## src/rtl/fx_fir_serial_mac.sv

```systemverilog
// Time-multiplexed sign-magnitude FIR: one shared MAC evaluates one tap per clock,
// with run-time loadable coefficients, valid/ready input and saturating output.
module fx_fir_serial_mac #(
  parameter int DW   = 10,
  parameter int CW   = 10,
  parameter int TAPS = 30,
  parameter int AW   = $clog2(TAPS),
  parameter int GW   = $clog2(TAPS)
) (
  input  logic          clk_slow,
  input  logic          rst,
  input  logic          coef_wr_en,
  input  logic [AW-1:0] coef_wr_addr,
  input  logic [CW-1:0] coef_wr_data,
  input  logic          in_valid,
  output logic          in_ready,
  input  logic [DW-1:0] fir_in,
  output logic          out_valid,
  output logic [DW-1:0] fir_out,
  output logic          sat,
  output logic          busy
);

  localparam int PW   = DW + CW - 1;
  localparam int ACCW = PW + GW;
  localparam logic [AW:0]     TAPS_W  = (AW+1)'(TAPS);
  localparam logic [AW-1:0]   LAST_K  = AW'(TAPS - 1);
  localparam logic [ACCW-1:0] MAX_MAG = {{(ACCW-DW+1){1'b0}}, {(DW-1){1'b1}}};

  typedef enum logic [1:0] {
    IDLE = 2'd0,
    MAC  = 2'd1,
    DONE = 2'd2
  } state_t;

  state_t state_r, state_next_s;

  logic [CW-1:0]          coef_r [TAPS];
  logic [DW-1:0]          hist_r [TAPS];
  logic [AW-1:0]          head_r;
  logic [AW-1:0]          k_r;
  logic signed [ACCW-1:0] acc_r;
  logic                   in_ready_r;
  logic                   out_valid_r;
  logic [DW-1:0]          fir_out_r;
  logic                   sat_r;
  logic                   busy_r;

  logic                   accept_s;
  logic                   last_tap_s;
  logic                   coef_wr_ok_s;
  logic [AW:0]            idx_sum_s;
  logic [AW-1:0]          idx_s;
  logic signed [PW-1:0]   x_tc_s;
  logic signed [PW-1:0]   h_tc_s;
  logic signed [PW-1:0]   prod_s;
  logic                   acc_neg_s;
  logic [ACCW-1:0]        acc_abs_s;
  logic [ACCW-1:0]        mag_s;
  logic                   ovf_s;
  logic [DW-1:0]          result_s;

  // Negative zero maps to plain zero because the negated magnitude is zero.
  function automatic logic signed [PW-1:0] data_to_tc(input logic [DW-1:0] v);
    logic signed [PW-1:0] mag;
    mag = signed'(PW'(v[DW-2:0]));
    return v[DW-1] ? -mag : mag;
  endfunction

  function automatic logic signed [PW-1:0] coef_to_tc(input logic [CW-1:0] v);
    logic signed [PW-1:0] mag;
    mag = signed'(PW'(v[CW-2:0]));
    return v[CW-1] ? -mag : mag;
  endfunction

  assign accept_s     = in_ready_r & in_valid;
  assign last_tap_s   = (k_r == LAST_K);
  assign coef_wr_ok_s = coef_wr_en & (state_r == IDLE) & ({1'b0, coef_wr_addr} < TAPS_W);
  assign idx_sum_s    = {1'b0, head_r} + TAPS_W - {1'b0, k_r};

  // Circular history index (head - k) mod TAPS.
  always_comb begin
    idx_s = idx_sum_s[AW-1:0];
    if (idx_sum_s >= TAPS_W) begin
      idx_s = AW'(idx_sum_s - TAPS_W);
    end else begin
      idx_s = idx_sum_s[AW-1:0];
    end
  end

  assign x_tc_s = data_to_tc(hist_r[idx_s]);
  assign h_tc_s = coef_to_tc(coef_r[k_r]);
  assign prod_s = x_tc_s * h_tc_s;

  // Rescale the accumulator back to sample format, truncating toward zero.
  always_comb begin
    acc_neg_s = acc_r[ACCW-1];
    acc_abs_s = acc_neg_s ? unsigned'(-acc_r) : unsigned'(acc_r);
    mag_s     = acc_abs_s >> (CW - 1);
    ovf_s     = (mag_s > MAX_MAG);
    if (ovf_s) begin
      result_s = {acc_neg_s, {(DW-1){1'b1}}};
    end else begin
      result_s = {acc_neg_s & (|mag_s), mag_s[DW-2:0]};
    end
  end

  // FSM state register.
  always_ff @(posedge clk_slow or negedge rst) begin
    if (!rst) begin
      state_r <= IDLE;
    end else begin
      state_r <= state_next_s;
    end
  end

  // FSM next-state logic.
  always_comb begin
    state_next_s = state_r;
    case (state_r)
      IDLE: begin
        if (accept_s) begin
          state_next_s = MAC;
        end else begin
          state_next_s = IDLE;
        end
      end
      MAC: begin
        if (last_tap_s) begin
          state_next_s = DONE;
        end else begin
          state_next_s = MAC;
        end
      end
      DONE:    state_next_s = IDLE;
      default: state_next_s = IDLE;
    endcase
  end

  // Coefficient store, sample history, tap counter and accumulator.
  always_ff @(posedge clk_slow or negedge rst) begin
    if (!rst) begin
      for (int i = 0; i < TAPS; i++) begin
        coef_r[i] <= {CW{1'b0}};
        hist_r[i] <= {DW{1'b0}};
      end
      head_r <= {AW{1'b0}};
      k_r    <= {AW{1'b0}};
      acc_r  <= {ACCW{1'b0}};
    end else begin
      if (coef_wr_ok_s) begin
        coef_r[coef_wr_addr] <= coef_wr_data;
      end
      case (state_r)
        IDLE: begin
          if (accept_s) begin
            hist_r[head_r] <= fir_in;
            acc_r          <= {ACCW{1'b0}};
            k_r            <= {AW{1'b0}};
          end
        end
        MAC: begin
          acc_r <= acc_r + ACCW'(prod_s);
          k_r   <= last_tap_s ? {AW{1'b0}} : k_r + AW'(1'b1);
        end
        DONE: begin
          head_r <= (head_r == LAST_K) ? {AW{1'b0}} : head_r + AW'(1'b1);
        end
        default: begin
          k_r <= {AW{1'b0}};
        end
      endcase
    end
  end

  // Registered handshake, status and result outputs.
  always_ff @(posedge clk_slow or negedge rst) begin
    if (!rst) begin
      in_ready_r  <= 1'b0;
      busy_r      <= 1'b0;
      out_valid_r <= 1'b0;
      fir_out_r   <= {DW{1'b0}};
      sat_r       <= 1'b0;
    end else begin
      in_ready_r  <= (state_next_s == IDLE);
      busy_r      <= (state_next_s != IDLE);
      out_valid_r <= (state_r == DONE);
      if (state_r == DONE) begin
        fir_out_r <= result_s;
        sat_r     <= ovf_s;
      end
    end
  end

  assign in_ready  = in_ready_r;
  assign busy      = busy_r;
  assign out_valid = out_valid_r;
  assign fir_out   = fir_out_r;
  assign sat       = sat_r;

endmodule

```

## config.mk

```make
export PLATFORM = sky130hd
export DESIGN_NAME = fx_fir_serial_mac
export DESIGN_NICKNAME = d
export VERILOG_FILES = /design/src/rtl/fx_fir_serial_mac.sv
export SDC_FILE = /design/constraint.sdc
export NUM_CORES = 2
export LEC_CHECK = 0
export BUFFER_PORTS_ARGS = -buffer_cell sky130_fd_sc_hd__buf_2
export CAP_MARGIN = 20
export CORE_ASPECT_RATIO = 0.75
export CORE_MARGIN = 2
export CORE_UTILIZATION = 31
export DETAILED_ROUTE_END_ITERATION = 7
export MAX_ROUTING_LAYER = met4
export PLACE_DENSITY = 0.55
export SYNTH_ARGS = -nofsm -noshare
export SYNTH_HDL_FRONTEND = slang
export SYNTH_SLANG_ARGS = --single-unit
```

## constraint.sdc

```tcl
create_clock -name clk_slow -period 19.4 [get_ports clk_slow]
set_input_delay 2.91 -clock clk_slow [delete_from_list [all_inputs] [get_ports clk_slow]]
set_output_delay 2.91 -clock clk_slow [all_outputs]
set_load 0.1 [all_outputs]
```

==> impl_metrics.csv <==
group,metric,value,unit
final_layout,layout_common_cells,"dfrtp_1 (647), mux2_2 (627), nand2_1 (200)",
global_routing,antenna_found_initial,0,
timing,max_slew_margin,27.7,%
setup_path,rr_endpoint,"acc_r[23]",
final_layout,area_growth,11.6,%
setup_path,rr_startpoint,"k_r[0]",
clocking,clockBufferDepth,3,
final_layout,layout_commonest_cell,"dfrtp_1",
min_path,hold_path_class,"flop to flop",
logic_synthesis,syn-cell-area,0.0380,mm²
logic_synthesis,yosys_register_bits,650,
global_routing,grt_usage,17.0,%
placed_design,hpwl,67800,µm
min_path,whs_path_depth,2,
flow_run,maxCapViolations,0,
floorplan,die_x,408,µm
clocking,clock-root-buffer,"clkbuf_16",
timing,clock_skew,0.0382,ns
final_layout,finalInstanceArea,0.0424,mm²
logic_synthesis,ys.flop_type,"dfrtp_1",
timing,fin_crit_sh,79.2,%
clocking,htreeDepth,3,
floorplan,rows,111,
floorplan,ios,43,
final_layout,finalNonFillerCells,4850,
logic_synthesis,synth_warnings,0,
placed_design,dpl.cell_count,4714,
logic_synthesis,synth-async-reset-ratio,100,%
setup_path,cpPeakStageDelay,0.90,ns
route,routed_via_density,5.13,
logic_synthesis,ys_types,99,
placed_design,portBuffers,42,
final_layout,drive_above_1_share,30.7,%
floorplan,dieArea,0.125,mm²
floorplan,fp.coreArea,0.122,mm²
route,wl_per_cell,21.2,µm
clocking,clock_latency,0.66,ns
clocking,ctsResizeCount,0,
final_layout,finish.net_count,3427,
clocking,ctsHoldBuffers,0,
min_path,worstHoldEndpoint,"fir_out[7]",
setup_path,worst_path_most_repeated_cell,"ha_1",
clocking,cts_tree,"done",
setup_path,crit_path_end_kind,"flop",
setup_path,cp_max_fo,54,
logic_synthesis,synth_edf_count,0,
timing,setup_viol,0,
placed_design,gp_congestion,0.847,
timing,worst_slew_pin_slew,1.08,ns
route,wl,103000,µm
logic_synthesis,synth_area_per_cell,12.0,µm²
timing,rsz0062_at_grt,"false",
timing,min_period,15.36,ns
global_routing,grt_overflow,0,
route,initialDrtViolationCount,1683,
setup_path,rrSetupSlack,4.04,ns
timing,setup_tns,0,ns
setup_path,worst_ep_required_time,19.94,ns
route,dr.pass1.iters,5,
clocking,postCtsSetupBuffers,0,
final_layout,nFillCells,12200,
timing,hold_viol,0,
placed_design,placed_cell_area,0.0399,mm²
setup_path,cp.arrival,15.90,ns
logic_synthesis,syn_inst,3165,
logic_synthesis,syn_nets,3438,
outcome,status,"completed",
setup_path,critPathLaunchType,"flop",
clocking,clock_sinks,650,
floorplan,start_util,31.2,%
route,via_count,24900,
logic_synthesis,yosysSeqAreaShare,42.8,%
setup_path,slowest_stage,"dfrtp_4",
setup_path,critical_path_class,"flop to flop",
clocking,clk_pin_slew,0.06,ns
clocking,numCtsBuffers,71,
timing,slew_viol_final,0,
global_routing,grt_max_degree,136,
global_routing,grt_pass1_vias,25600,
global_routing,grt_pass1_wl,161000,µm
route,drc_errors,0,
floorplan,die_h,307,µm
route,ant_nets,0,
setup_path,worst-r2r-cell-count,52,
min_path,min_from,"fir_out[7]",
timing,fmax,0.0651,GHz
## through the flow
step	util (%)	setup slack [ns]	hold slack [ns]
2_1_floorplan	-	6.63	0.471
3_3_place_gp	32.8	4.25	0.457
3_5_place_dp	32.8	4.03	0.468
4_1_cts	34.7	3.99	0.482
5_1_grt	34.8	3.05	0.497
6_report	34.8	4.04	0.471
## cell type report
class	instances	area, µm²	share of cell area [%]
Clock inverter	21	275	0.649
Antenna cell	5	12.5	0.0295
Sequential cell	650	16300	38.4
Multi-Input combinational cell	2126	20200	47.6
Tap cell	1638	2050	4.83
Timing Repair Buffer	104	706	1.66
Clock buffer	105	2140	5.04
Inverter	201	754	1.78
## how the worst max path moves through the flow
stage / start / to / slack (ns) / cells past startpoint
detailed placement: k_r[0] / acc_r[23] / 4.03 / 50
floorplan: head_r[2] / acc_r[23] / 6.63 / 54
global route: k_r[0] / acc_r[23] / 3.05 / 52
global placement: k_r[0] / acc_r[23] / 4.25 / 50
finish: k_r[0] / acc_r[23] / 4.04 / 52
CTS: k_r[0] / acc_r[23] / 3.99 / 50
## cell families after synthesis
group                      after synthesis  synth area share (%)
adders and majority gates              244                  10.5
buffers and inverters                  389                  4.16
AOI/OAI and AO/OA                      349                  6.61
and+or+nand+nor                        625                  7.89
muxes                                  829                  26.1
xor gates and xnor gates                79                  1.98
DFF                                    650                  42.8
## registers in the layout (all words and copies together) (netlist names)
signal,count
coef_r,300
out_valid,1
in_ready,1
hist_r,300
k_r,5
acc_r,24
sat,1
state_r,2
busy,1
head_r,5
fir_out,10
## metal layers
metal | vias to the layer above | share of wire [%] | GRT usage, % | wire length, µm
li1 | 11200 | - | - | -
met1 | 13000 | 49 | 24.4 | 50300
met2 | 573 | 43 | 24.5 | 44200
met3 | 129 | 6.1 | 3.68 | 6230
met4 | 0 | 2.0 | 3.94 | 2100
met5 | - | 0 | - | 0
## cells in the mapped netlist (11+ instances only)
cell type / n / area (µm²)
a211oi_1: 28 / 210
mux4_2: 65 / 1460
inv_1: 199 / 747
a22oi_1: 33 / 248
or3_1: 27 / 169
nor2_1: 159 / 597
a21o_1: 11 / 82.6
o31ai_1: 16 / 120
or2_2: 34 / 213
a31oi_1: 12 / 75.1
a21oi_1: 41 / 205
dfrtp_1: 650 / 16300
nor2b_1: 29 / 181
mux2_2: 627 / 7060
fa_1: 125 / 2500
nor3_1: 58 / 290
nand2_1: 200 / 751
nand3_1: 29 / 145
xnor2_1: 57 / 499
buf_2: 22 / 110
clkbuf_1: 138 / 518
a311oi_1: 11 / 96.3
mux2i_1: 134 / 1340
o22ai_1: 16 / 100
nand2b_1: 22 / 138
ha_1: 119 / 1490
xor2_1: 16 / 140
buf_4: 15 / 113
and3_1: 15 / 93.8
o21ai_0: 70 / 350
## worst max-delay path, delay by kind of cell (launching register included)
family | cells | cell delay (ns)
AOI/OAI and AO/OA | 19 | 3.95
xor gates and xnor gates | 6 | 2.22
and+or+nand+nor | 7 | 1.73
DFF | 1 | 0.90
adders and majority gates | 13 | 4.80
muxes | 1 | 0.41
buffers and inverters | 6 | 1.13
Power is not shown: default switching activity piles up to over one toggle a cycle in this logic, so the estimate is an artifact.
